`config.mk`:
```
export PLATFORM = sky130hd
export DESIGN_NAME = mem_port_arbiter
export DESIGN_NICKNAME = d
export VERILOG_FILES = /design/src/rtl/mem_port_arbiter.sv
export SDC_FILE = /design/constraint.sdc
export NUM_CORES = 1
export LEC_CHECK = 0
export CORE_ASPECT_RATIO = 1.1
export CORE_MARGIN = 2
export CORE_UTILIZATION = 30
export CTS_CLUSTER_SIZE = 24
export DETAILED_ROUTE_END_ITERATION = 10
export GPL_TIMING_DRIVEN = 0
export MAX_ROUTING_LAYER = met4
export PLACE_DENSITY = 0.74
export SLEW_MARGIN = 20
export SYNTH_ARGS = -nofsm -noshare
export SYNTH_HDL_FRONTEND = slang
export SYNTH_SLANG_ARGS = --single-unit
```
`constraint.sdc`:
```
create_clock -name clk_ext -period 1.57 [get_ports clk_ext]
set_clock_uncertainty 0.05 [all_clocks]
set_input_delay 0.3925 -clock clk_ext [delete_from_list [all_inputs] [get_ports clk_ext]]
set_output_delay 0.3925 -clock clk_ext [all_outputs]
set_load 0.005 [all_outputs]
```
`src/rtl/mem_port_arbiter.sv`:
```
// mem_port_arbiter: shares the single memory port between the CPU (default owner),
// the UART loader and the UART dumper. The CPU has no stall input, so it is held in
// reset while a UART requester owns the port. Also latches the CPU halt encoding.
module mem_port_arbiter #(
  parameter int BUS_W          = 10,
  parameter int RELEASE_CYCLES = 4
) (
  input  logic             clk_ext,
  input  logic             ext_rst,
  input  logic [BUS_W-1:0] cpu_bus,
  input  logic             cpu_rw,
  input  logic             cpu_commit,
  input  logic             ld_req,
  output logic             ld_gnt,
  input  logic [BUS_W-1:0] ld_bus,
  input  logic             ld_rw,
  input  logic             ld_commit,
  input  logic             dp_req,
  output logic             dp_gnt,
  input  logic [BUS_W-1:0] dp_bus,
  input  logic             dp_rw,
  input  logic             dp_commit,
  output logic [BUS_W-1:0] mem_bus,
  output logic             mem_rw,
  output logic             mem_commit,
  output logic             cpu_rst,
  output logic             cpu_halted,
  output logic [1:0]       owner
);

  localparam int CNT_W = (RELEASE_CYCLES < 2) ? 1 : $clog2(RELEASE_CYCLES + 1);
  localparam logic [CNT_W-1:0] CNT_LOAD = CNT_W'(RELEASE_CYCLES);
  localparam logic [CNT_W-1:0] CNT_ONE  = CNT_W'(1);

  typedef enum logic [2:0] {
    CPU_RUN,
    CPU_DRAIN,
    LD_OWN,
    DP_OWN,
    HOLD
  } state_t;

  typedef enum logic [1:0] {
    SEL_CPU,
    SEL_LD,
    SEL_DP,
    SEL_IDLE
  } sel_t;

  state_t           state_q, state_d;
  sel_t             sel_q, sel_d;
  logic [CNT_W-1:0] cnt_q, cnt_d;
  logic             halted_q, halted_d;
  logic             cpu_rst_q, cpu_rst_d;

  logic             any_req;
  logic             cpu_wr_addr;
  state_t           uart_next;

  // Next-state logic: arbitration, drain of a CPU write, release hold-off and halt latch
  always_comb begin
    any_req     = ld_req | dp_req;
    uart_next   = dp_req ? DP_OWN : LD_OWN;
    cpu_wr_addr = !cpu_rw && !cpu_commit && !halted_q;

    state_d  = state_q;
    cnt_d    = cnt_q;
    halted_d = halted_q;

    case (state_q)
      CPU_RUN: begin
        if (any_req) begin
          state_d = cpu_wr_addr ? CPU_DRAIN : uart_next;
        end else if (cpu_rw && cpu_commit) begin
          halted_d = 1'b1;
        end
      end
      CPU_DRAIN: begin
        state_d = any_req ? uart_next : CPU_RUN;
      end
      LD_OWN: begin
        if (!ld_req) begin
          state_d = HOLD;
          cnt_d   = CNT_LOAD;
        end
      end
      DP_OWN: begin
        if (!dp_req) begin
          state_d = HOLD;
          cnt_d   = CNT_LOAD;
        end
      end
      HOLD: begin
        if (cnt_q <= CNT_ONE) begin
          state_d = any_req ? uart_next : CPU_RUN;
        end else begin
          cnt_d = cnt_q - CNT_ONE;
        end
      end
      default: begin
        state_d = HOLD;
        cnt_d   = CNT_LOAD;
      end
    endcase

    if (state_d == LD_OWN || state_d == DP_OWN) begin
      halted_d = 1'b0;
    end

    cpu_rst_d = !(state_d == CPU_RUN || state_d == CPU_DRAIN);

    case (state_d)
      CPU_RUN:   sel_d = halted_d ? SEL_IDLE : SEL_CPU;
      CPU_DRAIN: sel_d = SEL_CPU;
      LD_OWN:    sel_d = SEL_LD;
      DP_OWN:    sel_d = SEL_DP;
      default:   sel_d = SEL_IDLE;
    endcase
  end

  // State, counter, halt flag, CPU reset and bus select registers; reset parks in HOLD
  always_ff @(posedge clk_ext or posedge ext_rst) begin
    if (ext_rst) begin
      state_q   <= HOLD;
      cnt_q     <= CNT_LOAD;
      halted_q  <= 1'b0;
      cpu_rst_q <= 1'b1;
      sel_q     <= SEL_IDLE;
    end else begin
      state_q   <= state_d;
      cnt_q     <= cnt_d;
      halted_q  <= halted_d;
      cpu_rst_q <= cpu_rst_d;
      sel_q     <= sel_d;
    end
  end

  // Memory port mux driven from the registered select; idle is a harmless read of 0
  always_comb begin
    mem_bus    = '0;
    mem_rw     = 1'b1;
    mem_commit = 1'b0;
    case (sel_q)
      SEL_CPU: begin
        mem_bus    = cpu_bus;
        mem_rw     = cpu_rw;
        mem_commit = cpu_commit;
      end
      SEL_LD: begin
        mem_bus    = ld_bus;
        mem_rw     = ld_rw;
        mem_commit = ld_commit;
      end
      SEL_DP: begin
        mem_bus    = dp_bus;
        mem_rw     = dp_rw;
        mem_commit = dp_commit;
      end
      default: begin
        mem_bus    = '0;
        mem_rw     = 1'b1;
        mem_commit = 1'b0;
      end
    endcase
  end

  // Owner code decoded from the registered state so it never glitches
  always_comb begin
    case (state_q)
      CPU_RUN, CPU_DRAIN: owner = 2'd0;
      LD_OWN:             owner = 2'd1;
      DP_OWN:             owner = 2'd2;
      default:            owner = 2'd3;
    endcase
  end

  assign ld_gnt     = (state_q == LD_OWN);
  assign dp_gnt     = (state_q == DP_OWN);
  assign cpu_rst    = cpu_rst_q;
  assign cpu_halted = halted_q;

endmodule

```
==> summary.txt, run 1 <==
POWER
----------------------------------------------------------------------------------
Worst VDD drop                                                          0.001067 V
Cell area power density                                               1622 nW/um^2
Static leakage                                                           0.7927 nW

ROUTE
----------------------------------------------------------------------------------
Wire length after detailed routing                                         3196 um
Remaining number of nets flagged by the antenna check after routing              0
Vias per inst                                                                5.073
DRC violation total after the first TritonRoute iteration                       12
DRC errors left                                                                  0
Iteration count of the initial detailed-routing pass                             4
Total number of vias                                                          1045
Wire length per cell after detailed routing                               15.51 um

CTS
----------------------------------------------------------------------------------
Cts bufs inserted                                                                3
Maximum root-to-sink buffer count                                                2
Clock transition at path regs                                              0.07 ns
Total clock sinks                                                               10
H-tree levels                                                                    1
Clock tree from TritonCTS                                                      yes
Clock tree root buffer cell                                               clkbuf_4
Worst skew pair latency                                                    0.27 ns

PLACEMENT
----------------------------------------------------------------------------------
Number of buffers added on ports                                                57
Detailed-placement wirelength estimate                                     2098 um
Final weighted congestion in routability-driven placement                   0.7993
Setup Slack @ Placement                                                 -0.6909 ns
Placed cell count                                                              188

GLOBAL ROUTE
----------------------------------------------------------------------------------
Via count of the first global-routing pass                                    1023
Pin count of the biggest net entering global routing                            11
Global-route wire length before repair                                     4284 um
Initial antenna violation count                                                  0
GRT overflow                                                                     0
All-layer global routing usage                                              19.62%

LAYOUT
----------------------------------------------------------------------------------
Number of inserted diodes                                                        0
Ratio of cells with drive above 1 in the final layout                       42.29%
P&R area growth vs syn                                                      113.4%
Final non-filler cell total                                                    206
End-of-flow core utilization                                                66.87%
Layout Nets                                                                    217
Commonest non-fill, non-tap cell in the layout                        clkdlybuf4s50_1
Commonest cells after routing, fill and taps aside                    clkdlybuf4s50_1, buf_2, mux2i_1

CRITICAL PATH
----------------------------------------------------------------------------------
Critical path startpoint category                                        flip-flop
Reg2reg path depth                                                               5
CP bufs+invs                                                                     2
Critical Path AT                                                           1.50 ns
Delay-heaviest family, CP                                               flip-flops
Critical Path Stages                                                             5
Reg-to-reg endpoint                                                       sel_q[1]
Critical path type                                                      reg -> out
Critical Path Fanout Max                                                         3
Flop-to-flop setup slack                                                   0.03 ns
CP peak stage delay                                                        0.57 ns
CP required                                                                1.13 ns
Worst path cell trace                                                 buf_6 > nor2b_1 > a211oi_2 > a21oi_4 > buf_2
Critical R2R Launch                                                     state_q[1]
Slowest cell on crit path                                                  dfstp_2
Critical Path End Type                                                 output port

FLOORPLANNING
----------------------------------------------------------------------------------
Effective utilization at floorplan                                          31.33%
Die Outline Area                                                        3031 sq um
Die Span Y                                                                57.55 um
Placement row count                                                             19
Die width                                                                 52.68 um
Ports placed on the boundary                                                    58
Placeable core region                                                   2496 sq um

SYNTH
----------------------------------------------------------------------------------
Post-Syn Area per Cell                                                 7.820 sq um
Number of warnings issued by yosys                                               0
Flip-flop and latch count after synthesis                                       10
Netlist area before placement                                          782.0 sq um
Synthesized Nets                                                               141
Synth unique cells                                                              31
Part of the Yosys area used for sequential elements                         32.80%
Post-Syn Instances                                                             100

STA
----------------------------------------------------------------------------------
Slew HR                                                                     75.07%
Final period util                                                           124.0%
Achievable clock frequency                                               513.7 MHz
Minimum hold slack                                                       0.3390 ns
Number of failing setup endpoints in the final timing report                    14
Post-layout min period                                                    1.947 ns
Setup repair after global routing missed its margin                            yes
Final count of hold timing violations                                            0
Final slew viol count                                                            0
Transition time at the pin with the least slew margin                    0.3735 ns
Final setup slack of the worst path                                     -0.3766 ns

RUN
----------------------------------------------------------------------------------
Number of maximum-capacitance violations                                         0

MIN PATH
----------------------------------------------------------------------------------
Worst hold path type                                                   in -> async

STATUS
----------------------------------------------------------------------------------
Run status                                                            complete, but fails checks
Violated checks                                                       negative setup slack

[layout make-up]
class	count	area (sq um)
Multi-Input combinational cell	76	606.8
Buffer	3	35.03
Sequential cell	10	259.0
Clock buffer	4	36.28
Timing Repair Buffer	73	659.4
Fill cell	206	827.0
Tap cell	31	38.79
Inverter	9	33.78
[timing repair]
action                                  4_1_cts  5_1_grt
gates resized for setup                     104       33
hold buffers                                  0        0
pin swaps                                     5        8
gates cloned                                  2        0
buffers inserted                             14        1
endpoints found under the setup margin       23       18
[how the worst max path moves through the flow]
stage          startpoint          to  slack (ns)
6_report         sel_q[1]      mem_rw       -0.38
5_1_grt          sel_q[1]  mem_commit       -0.46
4_1_cts          sel_q[1]      mem_rw       -0.35
3_5_place_dp       cpu_rw      mem_rw       -0.69
3_3_place_gp       cpu_rw      mem_rw       -0.67
2_1_floorplan    sel_q[1]  mem_bus[0]        0.05
[synth_stat cells (all sizes together)]
master  instances  share of area, %
and2b           1              0.96
dfstp           5                17
nand4           1              0.80
ha              1               1.6
or4             1              0.96
clkbuf          3               1.4
buf             2               2.1
o211ai          1              0.96
nand3           2               1.3
o21ai          16                10
nor2b           4               3.2
o22ai           1              0.80
or3             1              0.80
nor3            1              0.64
a41o            1               1.3
mux2i          12                15
a21oi           2               1.3
a31oi           1              0.80
a21o            1              0.96
nor4            1              0.80
and2            1              0.80
o221ai          1               1.9
nor2            8               4.2
dfrtp           5                16
inv             9               4.3
a211oi          1              0.96
nand2b          2               1.6
nand2          15               7.2
[metal layers]
| metal | vias to the layer above | GRT usage (%) | share of wire [%] | wire [um] |
|---|---|---|---|---|
| li1 | 504 | - | - | - |
| met1 | 485 | 17.52 | 36 | 1141 |
| met2 | 51 | 36.61 | 52 | 1660 |
| met3 | 5 | 6.545 | 11 | 361 |
| met4 | 0 | 7.692 | 1.0 | 32 |
| met5 | - | - | 0 | 0 |
[per-stage QoR]
stage          power [mW]  cell area, sq um  TNS (ns)
6_report            2.708              1669    -4.251
5_1_grt             2.890              1669    -5.085
4_1_cts             2.419              1550    -3.964
3_5_place_dp        1.914              1400    -10.10
3_3_place_gp        1.871              1400    -9.444
2_1_floorplan       1.266             790.8         0
[state kept, by name, summed over array words and instances (netlist names)]
signal / cells
cnt_q: 3
cpu_halted: 1
cpu_rst: 1
sel_q: 2
state_q: 3
[power breakdown]
part | switching, mW | internal (mW)
registers | 0.127 | 0.419
logic | 0.888 | 1.04
clock network | 0.0947 | 0.141
total | 1.11 | 1.60
[worst reg2reg max path: stages, from the launching register on]
cell      delay (ns)
dfrtp_2         0.48
a21o_1          0.19
buf_4           0.12
o211ai_1        0.30
and2b_1         0.24
o21ai_2         0.10
[logic make-up (layout without fill, tap and decap cells)]
kind of cell	after synthesis	after routing	share of synthesized area, %
muxes	12	12	15.36
buffers and inverters	14	89	7.839
AOI/OAI and AO/OA	25	25	19.20
and+or+nand+nor	38	38	23.20
adders and majority gates	1	1	1.600
DFF	10	10	32.80
Power figures use the tool's default switching activity.
==> inputs of run 2 (changes only) <==
Settings changed: MAX_ROUTING_LAYER met4 to not set.
==> run 2 against run 1 <==
Compared with the run above: worst hold slack worse by 0.0033 ns; die area is the same; critical endpoint unchanged; highest routed layer unchanged; the flow still finishes with violations (negative setup slack); largest power group unchanged; routed wire length is essentially flat; cell count unchanged; clock-buffer cell count is the same; fmax is 0.18% lower; cell area unchanged; core utilization unchanged; sequential power hardly changed; setup slack lost 0.0034 ns; sequential cell count is the same.
==> summary.txt, run 2 (same netlist as run 1, synthesis figures left out) <==
FLOORPLANNING
----------------------------------------------------------------------------------
Effective utilization at floorplan                                          31.33%   unchanged
Placeable core region                                                   2496 sq um   unchanged
Die width                                                                 52.68 um   unchanged
Die Span Y                                                                57.55 um   unchanged
Placement row count                                                             19   unchanged
Ports placed on the boundary                                                    58   unchanged
Die Outline Area                                                        3031 sq um   unchanged

CRITICAL PATH
----------------------------------------------------------------------------------
CP bufs+invs                                                                     2   unchanged
Critical Path AT                                                           1.51 ns   about the same
CP required                                                                1.13 ns   about the same
Critical path type                                                      reg -> out
Delay-heaviest family, CP                                               flip-flops
Reg2reg path depth                                                               5   unchanged
Flop-to-flop setup slack                                                   0.03 ns   about the same
Critical R2R Launch                                                     state_q[2]
Slowest cell on crit path                                                  dfstp_2
Critical Path End Type                                                 output port
CP peak stage delay                                                        0.57 ns   about the same
Reg-to-reg endpoint                                                       sel_q[0]
Worst path cell trace                                                 buf_6 > nor2b_1 > a211oi_2 > a21oi_4 > buf_2
Critical path startpoint category                                        flip-flop
Critical Path Fanout Max                                                         3   unchanged

GLOBAL ROUTE
----------------------------------------------------------------------------------
Via count of the first global-routing pass                                    1024   +0.098%
Global-route wire length before repair                                     4284 um   unchanged
GRT overflow                                                                     0   unchanged
Pin count of the biggest net entering global routing                            11   unchanged
Initial antenna violation count                                                  0   unchanged
All-layer global routing usage                                              19.05%   -0.57 points

LAYOUT
----------------------------------------------------------------------------------
P&R area growth vs syn                                                      113.4%   unchanged
Commonest cells after routing, fill and taps aside                    clkdlybuf4s50_1, buf_2, mux2i_1
Ratio of cells with drive above 1 in the final layout                       42.29%   unchanged
Regs by FF count                                                      cnt_q x3, state_q x3, sel_q x2
Layout Nets                                                                    217   unchanged
Post-Layout Inst Area                                                   1669 sq um   unchanged
Number of fillers in the final layout                                          206   unchanged
Commonest non-fill, non-tap cell in the layout                        clkdlybuf4s50_1
Number of inserted diodes                                                        0   unchanged

CTS
----------------------------------------------------------------------------------
Clock tree from TritonCTS                                                      yes
Maximum root-to-sink buffer count                                                2   unchanged
Number of buffers added to fix hold violations after cts                         0   unchanged
Worst skew pair latency                                                    0.27 ns   about the same
Cts bufs inserted                                                                3   unchanged
Total clock sinks                                                               10   unchanged
Clock transition at path regs                                              0.07 ns   about the same
Clock tree root buffer cell                                               clkbuf_4
H-tree levels                                                                    1   unchanged

STA
----------------------------------------------------------------------------------
Slew HR                                                                     75.20%   +0.13 points
Achievable clock frequency                                               512.8 MHz   -0.18%
Post-layout min period                                                    1.950 ns   +0.003413 ns
Final count of hold timing violations                                            0   unchanged
Setup TNS                                                                -4.298 ns   -0.04773 ns
Final period util                                                           124.2%   +0.22 points
Setup repair after global routing missed its margin                            yes
Transition time at the pin with the least slew margin                    0.3716 ns   -0.001882 ns
Final setup slack of the worst path                                     -0.3800 ns   -0.003413 ns
Number of failing setup endpoints in the final timing report                    15   +1
Final slew viol count                                                            0   unchanged

STATUS
----------------------------------------------------------------------------------
Run status                                                            complete, but fails checks
Violated checks                                                       negative setup slack

POWER
----------------------------------------------------------------------------------
Static leakage                                                           0.7927 nW   unchanged
Cell area power density                                               1621 nW/um^2   about the same
Worst VDD drop                                                          0.001057 V   -0.89%

ROUTE
----------------------------------------------------------------------------------
Remaining number of nets flagged by the antenna check after routing              0   unchanged
Wire length after detailed routing                                         3197 um   about the same
DRC errors left                                                                  0   unchanged
Iteration count of the initial detailed-routing pass                             4   unchanged
Vias per inst                                                                5.102   +0.57%
DRC violation total after the first TritonRoute iteration                       11   -1
Wire length per cell after detailed routing                               15.52 um   about the same
Total number of vias                                                          1051   +0.57%

PLACEMENT
----------------------------------------------------------------------------------
Post-placement cell area                                                1400 sq um   unchanged
Detailed-placement wirelength estimate                                     2098 um   unchanged
Final weighted congestion in routability-driven placement                   0.7883   -1.4%
Number of buffers added on ports                                                57   unchanged

RUN
----------------------------------------------------------------------------------
Number of maximum-capacitance violations                                         0   unchanged

MIN PATH
----------------------------------------------------------------------------------
Worst hold path type                                                   in -> async

## run 2: worst max path at each step
stage,startpoint,endpoint,slack [ns],cells past startpoint
3_5_place_dp,cpu_rw,mem_rw,-0.69,5
4_1_cts,sel_q[1],mem_rw,-0.35,6
6_report,sel_q[1],mem_rw,-0.38,5
2_1_floorplan,sel_q[1],mem_bus[0],0.05,4
3_3_place_gp,cpu_rw,mem_rw,-0.67,5
5_1_grt,sel_q[1],mem_commit,-0.46,5
## run 2: metal layers
metal,vias up,GRT usage [%],share of wire [%]
met4,0,7.692,1.0
li1,503,-,-
met5,-,0,0
met3,4,6.545,11
met1,493,17.52,35
met2,51,36.61,52
## run 2: final cells by class
type	count	area, sq um	share of cell area (%)
Timing Repair Buffer	73	659.4	39.51
Buffer	3	35.03	2.099
Tap cell	31	38.79	2.324
Multi-Input combinational cell	76	606.8	36.36
Inverter	9	33.78	2.024
Clock buffer	4	36.28	2.174
Sequential cell	10	259.0	15.52
## run 2: where the power goes
group / internal (mW) / total [mW] / switching (mW)
clock network: 0.141 / 0.236 / 0.0955
registers: 0.419 / 0.547 / 0.128
logic: 1.04 / 1.92 / 0.885
## run 2: timing repair
| action | 4_1_cts | 5_1_grt |
|---|---|---|
| cloned | 2 | 0 |
| gates resized for setup | 104 | 33 |
| setup endpoints to repair | 23 | 18 |
| buffers inserted | 14 | 1 |
| pin swaps | 5 | 8 |
## run 2: metrics by stage
step	power (mW)	hold WS, ns	instances	utilization [%]	worst slack (ns)
after floorplan	1.266	0.1791	100	-	0.05490
after CTS	2.419	0.3445	206	62.11	-0.3550
after detailed placement	1.914	0.4507	188	56.09	-0.6909
after global routing	2.890	0.3715	206	66.87	-0.4600
after global placement	1.871	0.4316	188	56.09	-0.6727
final	2.706	0.3356	206	66.87	-0.3800
